<file path="src/rtl/lut_pkg.sv">
// lut_pkg: shared widths and loader state encoding for the line-instruction LUT.
package lut_pkg;
    localparam int LUT_ADDR_W = 8;
    localparam int LUT_DATA_W = 16;
    localparam int BYTE_W     = 8;
    typedef enum logic [1:0] {IDLE, LOAD_HI, LOAD_LO, DONE} load_state_t;
endpackage

</file>
<file path="src/rtl/lut_loader_if.sv">
// lut_loader_if: byte-stream load port, session status and LUT read port.
interface lut_loader_if;
    import lut_pkg::*;
    logic                  start;
    logic [BYTE_W-1:0]     wr_byte;
    logic                  wr_valid;
    logic                  wr_last;
    logic                  wr_ready;
    logic                  load_busy;
    logic                  load_done;
    logic [LUT_ADDR_W:0]   load_count;
    logic [LUT_ADDR_W-1:0] lut_addr;
    logic [LUT_DATA_W-1:0] lut_out;
    modport master (
        output start, wr_byte, wr_valid, wr_last, lut_addr,
        input  wr_ready, load_busy, load_done, load_count, lut_out
    );
    modport slave (
        input  start, wr_byte, wr_valid, wr_last, lut_addr,
        output wr_ready, load_busy, load_done, load_count, lut_out
    );
endinterface

</file>
<file path="src/rtl/lut_ram.sv">
// lut_ram: table with one synchronous write port and one combinational read port.
module lut_ram
    import lut_pkg::*;
#(
    parameter int AW = LUT_ADDR_W,
    parameter int DW = LUT_DATA_W
) (
    input  logic          clk,
    input  logic          we,
    input  logic [AW-1:0] waddr,
    input  logic [DW-1:0] wdata,
    input  logic [AW-1:0] raddr,
    output logic [DW-1:0] rdata
);
    logic [DW-1:0] r_mem [2**AW];
    always_ff @(posedge clk) begin
        if (we) r_mem[waddr] <= wdata;
    end
    assign rdata = r_mem[raddr];
endmodule

</file>
<file path="src/rtl/lut_loader.sv">
// lut_loader: packs a hi/lo byte stream into LUT entries at auto-incrementing addresses.
module lut_loader
    import lut_pkg::*;
(
    input  logic         clk,
    input  logic         reset,
    lut_loader_if.slave  bus
);
    load_state_t           r_state;
    logic [LUT_ADDR_W-1:0] r_ptr;
    logic [BYTE_W-1:0]     r_hi;
    logic [LUT_ADDR_W:0]   r_count;
    logic                  r_ready;
    logic                  r_busy;
    logic                  r_done;
    logic                  w_accept;
    logic                  w_we;
    logic                  w_end;
    assign w_accept = bus.wr_valid && r_ready;
    // start and reset both win over a byte accepted on the same edge
    assign w_we  = w_accept && r_state == LOAD_LO && !bus.start && !reset;
    assign w_end = bus.wr_last || r_ptr == '1;
    always_ff @(posedge clk) begin
        if (reset) begin
            r_state <= IDLE;
            r_ptr   <= '0;
            r_hi    <= '0;
            r_count <= '0;
            r_ready <= 1'b0;
            r_busy  <= 1'b0;
            r_done  <= 1'b0;
        end else if (bus.start) begin
            r_state <= LOAD_HI;
            r_ptr   <= '0;
            r_hi    <= '0;
            r_count <= '0;
            r_ready <= 1'b1;
            r_busy  <= 1'b1;
            r_done  <= 1'b0;
        end else if (w_accept && r_state == LOAD_HI) begin
            r_hi    <= bus.wr_byte;
            r_state <= LOAD_LO;
        end else if (w_accept && r_state == LOAD_LO) begin
            r_ptr   <= r_ptr + 1'b1;
            r_count <= r_count + 1'b1;
            r_state <= w_end ? DONE : LOAD_HI;
            r_ready <= !w_end;
            r_busy  <= !w_end;
            r_done  <= w_end;
        end
    end
    assign bus.wr_ready   = r_ready;
    assign bus.load_busy  = r_busy;
    assign bus.load_done  = r_done;
    assign bus.load_count = r_count;
    lut_ram u_ram (
        .clk   (clk),
        .we    (w_we),
        .waddr (r_ptr),
        .wdata ({r_hi, bus.wr_byte}),
        .raddr (bus.lut_addr),
        .rdata (bus.lut_out)
    );
endmodule

</file>
<file path="src/flat_wrapper.sv">
// flat-port wrapper written by rule: the top's interface ports become plain ports
module lut_loader_flat import lut_pkg::*;
  (clk, reset, bus_start, bus_wr_byte, bus_wr_valid, bus_wr_last, bus_lut_addr, bus_wr_ready, bus_load_busy, bus_load_done, bus_load_count, bus_lut_out);
  lut_loader_if bus_i ();
  input  logic clk;
  input  logic reset;
  input wire logic [$bits(bus_i.start)-1:0] bus_start;
  input wire logic [$bits(bus_i.wr_byte)-1:0] bus_wr_byte;
  input wire logic [$bits(bus_i.wr_valid)-1:0] bus_wr_valid;
  input wire logic [$bits(bus_i.wr_last)-1:0] bus_wr_last;
  input wire logic [$bits(bus_i.lut_addr)-1:0] bus_lut_addr;
  output wire logic [$bits(bus_i.wr_ready)-1:0] bus_wr_ready;
  output wire logic [$bits(bus_i.load_busy)-1:0] bus_load_busy;
  output wire logic [$bits(bus_i.load_done)-1:0] bus_load_done;
  output wire logic [$bits(bus_i.load_count)-1:0] bus_load_count;
  output wire logic [$bits(bus_i.lut_out)-1:0] bus_lut_out;
  assign bus_i.start = bus_start;
  assign bus_i.wr_byte = bus_wr_byte;
  assign bus_i.wr_valid = bus_wr_valid;
  assign bus_i.wr_last = bus_wr_last;
  assign bus_i.lut_addr = bus_lut_addr;
  assign bus_wr_ready = bus_i.wr_ready;
  assign bus_load_busy = bus_i.load_busy;
  assign bus_load_done = bus_i.load_done;
  assign bus_load_count = bus_i.load_count;
  assign bus_lut_out = bus_i.lut_out;
  lut_loader u_core (.clk(clk), .reset(reset), .bus(bus_i));
endmodule
</file>
<file path="config.mk">
export PLATFORM = sky130hd
export DESIGN_NAME = lut_loader_flat
export DESIGN_NICKNAME = d
export VERILOG_FILES = /design/src/rtl/lut_pkg.sv /design/src/rtl/lut_loader_if.sv /design/src/rtl/lut_ram.sv /design/src/rtl/lut_loader.sv /design/src/flat_wrapper.sv
export SDC_FILE = /design/constraint.sdc
export NUM_CORES = 2
export LEC_CHECK = 0
export BUFFER_PORTS_ARGS = -buffer_cell sky130_fd_sc_hd__buf_2
export CAP_MARGIN = 30
export CORE_MARGIN = 3
export CORE_UTILIZATION = 51
export CTS_BUF_LIST = sky130_fd_sc_hd__clkbuf_2 sky130_fd_sc_hd__clkbuf_4 sky130_fd_sc_hd__clkbuf_8
export DETAILED_ROUTE_END_ITERATION = 6
export PLACE_DENSITY = 0.77
export RECOVER_POWER = 100
export SLEW_MARGIN = 10
export SYNTH_ARGS = -nofsm -noshare
export SYNTH_HDL_FRONTEND = slang
export SYNTH_HIERARCHICAL = 1
export SYNTH_SLANG_ARGS = --single-unit
export TNS_END_PERCENT = 100
</file>
<file path="constraint.sdc">
create_clock -name clk -period 7.3 [get_ports clk]
set_input_delay 1.46 -clock clk [delete_from_list [all_inputs] [get_ports clk]]
set_output_delay 1.46 -clock clk [all_outputs]
set_load 0.02 [all_outputs]
</file>
==> Word level (Yosys, flattened, before mapping) <==
Memories as Yosys holds them, arrays and structs flattened.
Index checks and enable logic that the tools add are counted.
{ "classes": {"addsub": 2, "multipliers": 0, "div_mod_pow": 0, "order_cmp": 0, "n_eq_ne": 4, "shift": 0, "n_mux": 9, "n_bitwise": 1, "reduce_logical": 15} }
{ "op_table": {"columns": ["op", "n"], "rows": [
  ["9-bit by 1-bit adder with 9-bit output, second input constant", 1],
  ["8-bit by 1-bit adder with 8-bit output, second input constant", 1],
  ["8-bit == test, second input constant", 1],
  ["1-bit two-way mux", 6],
  ["2-bit two-way mux", 3],
  ["1-bit logical AND", 5],
  ["2-bit AND reduction", 2],
  ["2-bit nonzero test", 2],
  ["1-bit logical NOT", 3],
  ["3-bit nonzero test", 1],
  ["2-bit by 1-bit == test with 1-bit output, second input constant", 1],
  ["2-bit == test, second input constant", 1],
  ["2-bit != test, second input constant", 1],
  ["2-bit OR reduction", 1],
  ["1-bit logical OR", 1],
  ["1-bit NOT", 1]
]} }
{ "word_totals": {"regBits": 29, "latchBits": 0, "ram_bits": 4096, "rom_bits": 0, "input_bits": 21, "output_inout_bits": 28, "word_cells": 39, "memories": 1} }
{ "mem_list": {"columns": ["memory", "depth", "width", "read_ports", "rd_clocked_by_memory_dff", "wr", "line", "text"], "rows": [
  ["u_core.u_ram.r_mem", 256, 16, 1, 0, 1, "lut_ram.sv:15", "logic [DW-1:0] r_mem [2**AW];"]
]} }

==> Longest topological paths before layout <==
{ "depth": {"word_depth": 6, "ltp_mapped": 12, "depth_no_buf": 6} }

==> By module <==
The synthesis kept the hierarchy.
{ "modules_own_cells": {"columns": ["module", "n_inst", "cells_each", "area_each_um2", "seq_area_each_um2"], "rows": [
  ["lut_ram", 1, 7344, 158394.4, 122998.0],
  ["lut_loader", 1, 153, 1283.7, 580.6]
]} }

==> Worst setup path after synthesis <==
No wires, ideal clock.
{ "synth_timing": {"kind": "input -> output", "start": "input bus_lut_addr[0]", "end": "output bus_lut_out[11]", "arrival_time_ns": 3.724, "t_required_ns": 5.840, "path_slack_ns": 2.116, "cell_stages": 12, "n_path_buf": 6, "cell_sequence": "buf_6 -> buf_6 -> buf_8 -> buf_12 -> buf_12 -> buf_12 -> mux2i_1 -> o221ai_1 -> a21oi_1 -> o31ai_1 -> o32ai_1 -> nor4_1"} }
{ "synth_via": {"elab_chain_cells": 1} }
{ "synth_lines": {"columns": ["element", "line", "text"], "rows": [
  ["from (decl)", "flat_wrapper.sv:11", "input wire logic [$bits(bus_i.lut_addr)-1:0] bus_lut_addr;"],
  ["memory read 256 x 16 bit", null, null],
  ["to (decl)", "flat_wrapper.sv:16", "output wire logic [$bits(bus_i.lut_out)-1:0] bus_lut_out;"]
]} }
Every way passes these cells.

==> Worst setup path after layout <==
{ "layout_timing": {"start": "input bus_lut_addr[2]", "end": "output bus_lut_out[6]"} }
Same word-level chain as after synthesis.

==> impl_summary.log <==
INFO  metric drt_iter0_drc = 12,100
INFO  metric failed_checks = capacitance limit, slew limit
INFO  metric route.detailed.wl_per_inst = 31.4 um
INFO  metric timing.critical_path.to_type = primary output
INFO  metric worst-endpoint-required = 5840 ps
INFO  metric area_growth = 10.9%
INFO  metric die_width = 566 um
INFO  metric yosysUniqueCellTypes = 59
INFO  metric die-area = 320,000 um^2
INFO  metric yosys_reg_bits = 4,125
INFO  metric worstMarginPinSlew = 6090 ps
INFO  metric post_cts.repair.setup_buffers = 0
INFO  metric start_kind = input port
INFO  metric multiInputGateArea = 33,400 um^2
INFO  metric fill_cells = 21,700
INFO  metric layout.cells.non_filler = 12,800
INFO  metric clock_tree_from_tritoncts = done
INFO  metric maxCapViolations = 58
INFO  metric period_needed = 7280 ps
INFO  metric floorplan.core_area = 310,000 um^2
INFO  metric postRouteWirelength = 401,000 um
INFO  metric total_nets_after_synthesis = 7,520
INFO  metric grtUsageTotal = 24.7%
INFO  metric count_of_flip_flops_with_a_built_in_enable_after_synthesis = 4,096
INFO  metric power-per-cell-area = 257 nW/um^2
INFO  metric post-route-drc-count = 0
INFO  metric drive_above_1_share = 23.9%
INFO  metric clock_buffers_created_by_tritoncts = 607
INFO  metric dpl_cell_area = 167,000 um^2
INFO  metric io_pins = 49
INFO  metric internal-power = 35.8 mW
INFO  metric final_antenna_net_count = 0
INFO  metric report.final.hold_viol_count = 0
INFO  metric critPathArrivalTime = 5820 ps
INFO  metric clock_skew = 74.2 ps
INFO  metric syn-instance-count = 7,497
INFO  metric timing.final.max_slew_violations = 3,843
INFO  metric timing_worst_setup_path_type = in -> out
INFO  metric global_route_wire_length_before_repair = 574,000 um
INFO  metric initial_antenna_violation_count = 18
INFO  metric clk_pin_slew = 60 ps
INFO  metric setup_ws = 23.0 ps
INFO  metric clock_tree.buffer_depth = 4
INFO  metric post-place-cells = 11,700
INFO  metric synth-async-reset-ratio = 0%
INFO  metric cts.htree.levels = 6
INFO  metric route.vias.total = 83,000
INFO  metric timing.setup.tns = 0 ps
INFO  metric crit_fanout = 32
INFO  metric total_power = 45.5 mW
INFO  metric fin_nets = 8,233
INFO  metric sw_frac_of_total = 21.3%
INFO  metric via_cell_ratio = 6.50
INFO  metric grt_max_degree = 209
INFO  metric power.switching = 9.69 mW
INFO  metric start_util = 51.5%
INFO  metric run_status = finished, violations left
INFO  metric synthesis.area_per_instance = 21.3 um^2
INFO  metric preCtsSetupSlack = 259 ps
INFO  metric relSlewSlack = -306%
INFO  metric chipHeight = 566 um
INFO  metric power_frac_seq = 56.9%
INFO  metric primary_flip_flop_cell_chosen_by_synthesis_mapping = sky130_fd_sc_hd__edfxtp_1
INFO  metric setup-violations-final = 0
INFO  metric ctsHoldBuffers = 0
INFO  metric first_global_vias = 81,900
INFO  metric globalplace.congestion = 0.929
INFO  metric setup_repair_after_global_routing_missed_its_margin = false
INFO  metric placement.io_buffers = 48
INFO  metric rows = 204
INFO  metric dp_hpwl = 237,000 um
INFO  metric power_leakage = 51.0 nW
INFO  metric ys_warn_count = 6
INFO  metric post_cts_sizing = 0
INFO  metric final.period_utilization = 99.7%
INFO  metric power.combinational.fraction = 4.1%
INFO  metric seq_area = 124,000 um^2
INFO  metric clock_insertion_delay_worst_skew = 1090 ps
INFO  metric achievable-frequency = 137 MHz
INFO  metric worst_voltage_drop_across_the_vdd_grid = 157 uV
INFO  metric detailedRoute.firstPassIterationCount = 6
INFO  metric synth_sequential_area_ratio = 77.4%
INFO  metric syn-cell-area = 160,000 um^2
INFO  metric worst_min_path_class = reg -> reg
INFO  metric cts-root-buf = sky130_fd_sc_hd__clkbuf_8
INFO  metric clock_group_share_of_total_power = 39.0%
INFO  metric final_area = 177,000 um^2
INFO  metric tritoncts_num_sinks = 4,125
INFO  metric globalRoute.totalOverflow = 0
[path summary, 6_finish.rpt]
path	start	slack [ps]	depth (start not counted)	endpoint
max	bus_lut_addr[2]	20	11	bus_lut_out[6]
min reg2reg	u_core/bus.load_count[1]	510	2	u_core/bus.load_count[1]
max reg2reg	u_core/r_hi[4]	360	2	u_core/u_ram/r_mem[113][12]
min	u_core/bus.load_count[1]	510	2	u_core/bus.load_count[1]
[metal layers]
layer | part of all wire (%) | routed length (um) | track usage [%] | vias to the layer above
met1 | 35 | 141000 | 33.4 | 42900
li1 | - | - | - | 33200
met3 | 12 | 48000 | 5.93 | 951
met4 | 5.1 | 20600 | 11.7 | 12
met5 | 0.035 | 141 | 0.164 | -
met2 | 48 | 191000 | 38.4 | 5902
[sequential cells by signal (all words and copies together), names as in the netlist]
register	count
u_core/u_ram/r_mem	4096
u_core/r_ptr	8
u_core/bus.load_count	9
u_core/r_state	2
u_core/bus.load_busy	1
u_core/r_hi	8
u_core/bus.load_done	1
[Yosys cell counts, types with 28 or more instances]
cell | n | area (um^2)
sky130_fd_sc_hd__edfxtp_1 | 4096 | 123000
sky130_fd_sc_hd__mux4_2 | 797 | 17900
sky130_fd_sc_hd__mux2i_1 | 568 | 5690
sky130_fd_sc_hd__nor2_1 | 310 | 1160
sky130_fd_sc_hd__o221ai_1 | 252 | 2210
sky130_fd_sc_hd__clkbuf_1 | 235 | 882
sky130_fd_sc_hd__a21oi_1 | 197 | 986
sky130_fd_sc_hd__o22ai_1 | 148 | 926
sky130_fd_sc_hd__nor3_1 | 92 | 460
sky130_fd_sc_hd__mux2_2 | 88 | 991
sky130_fd_sc_hd__buf_6 | 78 | 878
sky130_fd_sc_hd__buf_2 | 77 | 385
sky130_fd_sc_hd__nand2_1 | 66 | 248
sky130_fd_sc_hd__o21ai_0 | 44 | 220
sky130_fd_sc_hd__a22oi_1 | 43 | 323
sky130_fd_sc_hd__nand3_1 | 43 | 215
sky130_fd_sc_hd__a22o_1 | 32 | 280
sky130_fd_sc_hd__dfxtp_1 | 29 | 581
sky130_fd_sc_hd__nand4_1 | 29 | 181
sky130_fd_sc_hd__a221oi_1 | 28 | 245
[power by group through the flow]
| stage | logic (mW) | registers, mW | clock network [mW] |
|---|---|---|---|
| 2_1_floorplan | 1.09 | 26.4 | 0 |
| 3_3_place_gp | 1.83 | 26.4 | 0 |
| 3_5_place_dp | 1.88 | 26.4 | 0 |
| 4_1_cts | 1.88 | 25.9 | 18.0 |
| 5_1_grt | 1.96 | 25.9 | 19.0 |
| 6_report | 1.88 | 25.9 | 17.8 |
[cells by family (layout without fill, tap and decap cells)]
family / count (synthesis) / in the layout / synth area share (%)
XOR/XNOR: 2 / 2 / 0.0110
AND/OR/NAND/NOR: 622 / 622 / 1.79
adder cells (fa/ha/maj): 2 / 2 / 0.0157
multiplexers: 1453 / 1453 / 15.4
flip-flops: 4125 / 4125 / 77.4
buffers and inverters: 469 / 1611 / 1.72
other: 0 / 14 / 0
AO/OA/AOI/OAI: 824 / 824 / 3.65
[stage by stage]
stage | utilization (%) | hold WS [ps]
6_report | 57.1 | 505
5_1_grt | 57.1 | 519
4_1_cts | 57.6 | 509
3_5_place_dp | 53.9 | 497
3_3_place_gp | 53.8 | 459
2_1_floorplan | - | 473
[layout make-up]
| type | instances | area share [%] |
|---|---|---|
| Clock inverter | 227 | 0.838 |
| Multi-Input combinational cell | 2903 | 18.8 |
| Timing Repair Buffer | 564 | 1.98 |
| Tap cell | 4120 | 2.91 |
| Clock buffer | 811 | 5.63 |
| Sequential cell | 4125 | 69.8 |
| Antenna cell | 14 | 0.0198 |
| Inverter | 9 | 0.0261 |
[placed cells by master (no fill, tap or decap), types with 12 or more instances in the layout]
cell / n
sky130_fd_sc_hd__mux4_2: 797
sky130_fd_sc_hd__buf_2: 26
sky130_fd_sc_hd__clkbuf_8: 620
sky130_fd_sc_hd__buf_12: 45
sky130_fd_sc_hd__nand4_1: 29
sky130_fd_sc_hd__clkinv_2: 58
sky130_fd_sc_hd__and3_1: 12
sky130_fd_sc_hd__o21ai_0: 44
sky130_fd_sc_hd__o22ai_1: 148
sky130_fd_sc_hd__nor3_1: 90
sky130_fd_sc_hd__dfxtp_1: 29
sky130_fd_sc_hd__clkinv_1: 119
sky130_fd_sc_hd__o221ai_1: 252
sky130_fd_sc_hd__edfxtp_1: 4096
sky130_fd_sc_hd__clkbuf_4: 194
sky130_fd_sc_hd__o31ai_1: 22
sky130_fd_sc_hd__nor4_1: 17
sky130_fd_sc_hd__nor2_1: 308
sky130_fd_sc_hd__nand2_1: 66
sky130_fd_sc_hd__mux2i_1: 568
sky130_fd_sc_hd__a22o_1: 32
sky130_fd_sc_hd__buf_4: 150
sky130_fd_sc_hd__clkinvlp_4: 16
sky130_fd_sc_hd__diode_2: 14
sky130_fd_sc_hd__o32ai_1: 20
sky130_fd_sc_hd__a211oi_1: 18
sky130_fd_sc_hd__nand3_1: 43
sky130_fd_sc_hd__a22oi_1: 43
sky130_fd_sc_hd__a221oi_1: 28
sky130_fd_sc_hd__clkbuf_1: 324
sky130_fd_sc_hd__mux2_2: 88
sky130_fd_sc_hd__a21oi_1: 197
[critical path, stage by stage]
cell and delay, ps:
sky130_fd_sc_hd__buf_6 340, sky130_fd_sc_hd__buf_4 500, sky130_fd_sc_hd__inv_1 420, sky130_fd_sc_hd__nor3_2 400, sky130_fd_sc_hd__buf_4 490, sky130_fd_sc_hd__a221oi_1 250, sky130_fd_sc_hd__o31ai_1 300, sky130_fd_sc_hd__o32ai_1 240
sky130_fd_sc_hd__buf_4 230, sky130_fd_sc_hd__nor4_2 700, sky130_fd_sc_hd__clkbuf_1 300
No activity file was read; power rests on OpenSTA's default activity.
